## src/rtl/alu_operand_sequencer.sv

```systemverilog
// alu_operand_sequencer: loads operands/opcode for a downstream ALU, runs one execute, holds the result until consumed
//   clk, rst_n           clock, asynchronous active-low reset
//   cmd_valid/cmd_ready  command handshake; cmd_type 00 load A, 01 load B, 10 execute, 11 clear
//   cmd_data             operand for loads, opcode in [1:0] for execute
//   alu_in1/alu_in0      operand A/B registers feeding the ALU
//   alu_opcode           opcode register (00 add, 01 or, 10 sub, 11 xor)
//   alu_out              combinational ALU result
//   res_valid/res_ready  result handshake; res_data is the captured result
//   exec_count           completed result transfers, wraps at 256
module alu_operand_sequencer #(
    parameter int N = 3
) (
    input  logic         clk,
    input  logic         rst_n,
    input  logic         cmd_valid,
    output logic         cmd_ready,
    input  logic [1:0]   cmd_type,
    input  logic [N-1:0] cmd_data,
    output logic [N-1:0] alu_in1,
    output logic [N-1:0] alu_in0,
    output logic [1:0]   alu_opcode,
    input  logic [N-1:0] alu_out,
    output logic         res_valid,
    input  logic         res_ready,
    output logic [N-1:0] res_data,
    output logic [7:0]   exec_count
);
    typedef enum logic [1:0] {IDLE, EXEC, HOLD} state_t;
    state_t state, state_nxt;
    logic [N-1:0] a, b;
    logic [1:0] op;
    // armed stays low through reset and rises on the first edge after release
    logic armed;
    logic cmd_xfer;
    assign cmd_ready  = (state == IDLE) && armed;
    assign res_valid  = (state == HOLD);
    assign cmd_xfer   = cmd_valid && cmd_ready;
    assign alu_in1    = a;
    assign alu_in0    = b;
    assign alu_opcode = op;
    always_comb begin
        state_nxt = (state == IDLE) ? ((cmd_xfer && cmd_type == 2'b10) ? EXEC : IDLE) :
                    (state == EXEC) ? HOLD :
                    (res_ready ? IDLE : HOLD);
    end
    always_ff @(posedge clk or negedge rst_n) begin
        if (!rst_n) begin
            state      <= IDLE;
            armed      <= 1'b0;
            a          <= '0;
            b          <= '0;
            op         <= '0;
            res_data   <= '0;
            exec_count <= '0;
        end else begin
            armed <= 1'b1;
            state <= state_nxt;
            if (cmd_xfer) begin
                case (cmd_type)
                    2'b00: a <= cmd_data;
                    2'b01: b <= cmd_data;
                    2'b10: op <= cmd_data[1:0];
                    default: begin
                        a  <= '0;
                        b  <= '0;
                        op <= '0;
                    end
                endcase
            end
            // result feeds back into A so successive executes chain
            if (state == EXEC) begin
                res_data <= alu_out;
                a        <= alu_out;
            end
            if (state == HOLD && res_ready)
                exec_count <= exec_count + 8'd1;
        end
    end
endmodule

```

## config.mk

```make
export PLATFORM = sky130hd
export DESIGN_NAME = alu_operand_sequencer
export DESIGN_NICKNAME = d
export VERILOG_FILES = /design/src/rtl/alu_operand_sequencer.sv
export SDC_FILE = /design/constraint.sdc
export NUM_CORES = 1
export LEC_CHECK = 0
export CAP_MARGIN = 20
export CORE_MARGIN = 4
export CORE_UTILIZATION = 45
export DETAILED_ROUTE_END_ITERATION = 10
export PLACE_DENSITY = 0.78
export SKIP_CTS_REPAIR_TIMING = 1
export SLEW_MARGIN = 20
export SYNTH_ARGS = -nofsm -noshare
export SYNTH_HDL_FRONTEND = slang
export SYNTH_SLANG_ARGS = --single-unit
```

## constraint.sdc

```tcl
create_clock -name clk -period 1.9 [get_ports clk]
set_input_delay 0.57 -clock clk [delete_from_list [all_inputs] [get_ports clk]]
set_output_delay 0.57 -clock clk [all_outputs]
set_load 0.005 [all_outputs]
```

# Word-level counts from Yosys, hierarchy flattened
# Index checks and enable logic that the tools add are counted.
totals:
  reg_bits: 22
  in_bits: 12
  out_inout_bits: 21
  wordCells: 37
op_classes:
  n_addsub: 1
  eq_ne: 5
  mux: 9
  n_bitwise: 2
  n_reduce_logical: 13
op_table:
  columns: ["cell", "n"]
  rows:
  - ["3-bit case mux with 2 select lines", 2]
  - ["8-bit by 1-bit adder with 8-bit output (second input constant)", 1]
  - ["2-bit two-way mux", 3]
  - ["3-bit two-way mux", 2]
  - ["2-bit AND reduction", 3]
  - ["2-bit OR reduction", 3]
  - ["2-bit by 1-bit == test with 1-bit output (second input constant)", 2]
  - ["2-bit == test (second input constant)", 2]
  - ["1-bit logical AND", 4]
  - ["2-bit logical NOT", 2]
  - ["2-bit case mux with 2 select lines", 1]
  - ["2-bit by 1-bit inequality test with 1-bit output (second input constant)", 1]
  - ["1-bit NOT", 2]
  - ["2-bit nonzero test", 1]
  - ["1-bit two-way mux", 1]

# Depth between registers and ports, before layout
depth:
  depth_word: 6
  ltp_mapped: 5

# Worst setup path after synthesis
# OpenSTA, ideal clock, no wires.
synth_path:
  kind: "input to register"
  startpoint: "input port cmd_type[0]"
  endpoint: "register b[0], in the netlist alu_in0[0]"
  setup_ns: 0.123
  arrival_ns: 1.587
  t_required_ns: 1.777
  setup_slack_ns: 0.190
  path_stages: 5
  path_buffers: 1
  cell_sequence: "inv_1 ha_1 or4_4 buf_6 mux2i_1"
synth_between:
  elab_chain_cells: 4
  word_cells_on_any_way: 7
synth_rtl:
  columns: ["element", "line", "source"]
  rows:
  - ["start: declaration", "17", "input logic [1:0] cmd_type,"]
  - ["2-bit == test or 2-bit logical NOT (tied branches)", "59", "case (cmd_type)"]
  - ["2-bit OR reduction (no line)", null, null]
  - ["1-bit NOT (no line)", null, null]
  - ["2-bit AND reduction (no line)", null, null]
  - ["end signal: assignment", "61", "2'b01: b <= cmd_data;"]
  - ["end: declaration", "30", "logic [N-1:0] a, b;"]
# Several ways; a longest one is shown, not always the timed one.
# A chain may end at the register's enable or synchronous reset.

# Worst setup path after layout
layout_path:
  startpoint: "register exec_count[5]"
  endpoint: "output port exec_count[5]"
layout_rtl:
  columns: ["element", "line", "source"]
  rows:
  - ["start: declaration", "26", "output logic [7:0] exec_count"]
  - ["start signal: assignment", "76", "exec_count <= exec_count + 8'd1;"]
# No word-level cell between the ends.

==> out/summary.txt <==
Net Sw Frac: 27.5%
initial antenna violation count: 0
core area: 2210 sq um
top cells by area, synth: dfrtp_1, mux2i_1, ha_1, nand2_1, xor2_1
Logic pwr share: 38.8%
VDD IR-drop max: 0.000686 V
status: finished clean
num ports: 33
P per Cell Area: 1150 nW/um^2
area grow syn2layout: 47.8%
dpl hpwl: 1.68 mm
share of post-route cells with drive strength above 1: 16.9%
area leader, netlist: dfrtp_1
Clock power frac: 20.2%
Final Non-Filler Cells: 170
WP data required: 1.33 ns
Post-DRT Antenna Nets: 0
first-pass GRT wire length: 3.86 mm
switching power: 489 uW
endpoints failing setup: 0
GRT overflow: 0
Critical Path End Type: output pin
Yosys reg bits: 22
TritonCTS clock tree: built
Port Buffer Count: 32
Core Util, Final: 69.7%
CP Cell Sequence: clkdlybuf4s50_1
vias per cell: 4.99
fmax: 0.545 GHz
vias in the first global route: 905
Hold Violations, Final: 0
CP Max Fanout: 4
DRC errors left: 0
Int Pwr: 1290 uW
Syn. warnings: 0
die height: 56.2 um
Slew Limit Fails: 0
CTS buffer count: 3
register share of total power: 41.1%
Gate Count Post-Synth: 96
diode count: 0
Max stage delay on crit path: 0.53 ns
leak pwr: 0.000783 uW
clock skew: 0.00763 ns
Post-Syn Nets: 112
Post-Place Cells: 163
row cnt: 17
synth unique cells: 26
CTS Buffer Depth: 2
largest net degree at the start of global routing: 23
commonest cells after routing, fill and taps aside: clkdlybuf4s50_1, dfrtp_1, nand2_1, buf_4, inv_1
clock latency on the worst-skew pair: 0.31 ns
Bufs and invs on worst path: 1
fin crit period: 1.84 ns
Netlist Area Pre-Place: 1040 sq um
GRT Total Usage: 15.3%
commonest non-fill, non-tap cell in the layout: clkdlybuf4s50_1
total negative slack: 0 ns
Die ar.: 3150 sq um
Root Buffer: clkbuf_4
syn avg cell area: 10.9 sq um
Hold Crit Class: reg2reg
Final Worst Setup Slack: 0.0645 ns
sequential fraction of the synthesis area: 52.8%
Routed WL per cell: 13.3 um
via count: 849
DRT Pass-1 Iters: 6
Synth top area share: 52.8%
worst hold slack: 0.482 ns
Crit Path Class: reg2out
H-tree levels: 1
GPL Wtd Cong: 0.791
period utilisation layout: 96.6%
Routed WL: 2.26 mm
Worst-path clk slew: 0.13 ns
max cap viols: 0
worst slack at placement: -0.283 ns
Clock Sink Count: 22
Top delay family on crit path: buffers and inverters
slowest CP cell: clkdlybuf4s50_1
Arrival @ worst endpoint: 1.27 ns
Die Span X: 56.2 um
fin nets: 159
startpoint type of the worst setup path: register
initial core utilization: 47.2%
Iter 0 DRT Violations: 5
layout make-up:
type	count	area (sq um)
multi-input combinational	61	445
tap	28	35.0
clock buffer	3	22.5
clock inverter	1	30.0
sequential	22	553
inverter	11	41.3
timing repair buffer	44	415
fill	190	669
flip-flops by register name, summed over array words and instances, names as in the netlist:
register and cells:
alu_in0 3, res_data 3, alu_opcode 2, state 2
alu_in1 3, armed 1, exec_count 8
power groups by stage:
| stage | logic, uW | clock network [uW] | registers [uW] |
|---|---|---|---|
| global route | 757 | 384 | 750 |
| global placement | 632 | 0 | 736 |
| finish | 689 | 359 | 729 |
| detailed placement | 644 | 0 | 738 |
| CTS | 649 | 367 | 730 |
| floorplan | 248 | 0 | 732 |
through the flow:
stage                     area, sq um  power (uW)
final                            1540        1780
after global routing             1540        1890
after CTS                        1500        1750
after detailed placement         1440        1380
after global placement           1440        1370
after floorplan                  1040         980
final timing paths:
| path | start | end | slack (ns) | depth (start not counted) |
|---|---|---|---|---|
| min | exec_count[7] | exec_count[7] | 0.48 | 1 |
| max reg2reg | state[0] | alu_in0[0] | 0.24 | 4 |
| min in group asynchronous | rst_n | alu_in1[2] | 0.59 | 2 |
| max in group asynchronous | rst_n | state[0] | 1.06 | 2 |
| max | exec_count[5] | exec_count[5] | 0.06 | 1 |
| min reg2reg | exec_count[7] | exec_count[7] | 0.48 | 1 |
cells by family after synthesis:
group / synth area share [%]
fa+ha+maj: 4.80
mux: 8.75
flops: 52.8
xor+xnor: 5.88
compound gates: 4.92
other cells: 0.359
simple gates: 16.4
buf+inv: 6.11
cells in the mapped netlist (all sizes together):
cell    instances
a21oi           2
or2             1
nor2b           1
a31oi           3
nand3b          1
a21o            3
ha              4
nand4b          1
buf             2
mux2            1
nor3            2
or4             2
nand4           1
nand2          12
nand3           1
dfrtp          22
and2            1
nor2            5
nand2b          1
xor2            5
xnor2           2
inv            11
and3b           3
conb            1
mux2i           8
routing by layer:
metal	GRT usage, %	vias to the layer above	wire length (um)
li1	-	407	-
met1	17.3	409	956
met2	26.2	29	1120
met3	3.94	4	149
met4	7.80	0	38
met5	0	-	0
Note: power is estimated with default switching activity, not from simulation.
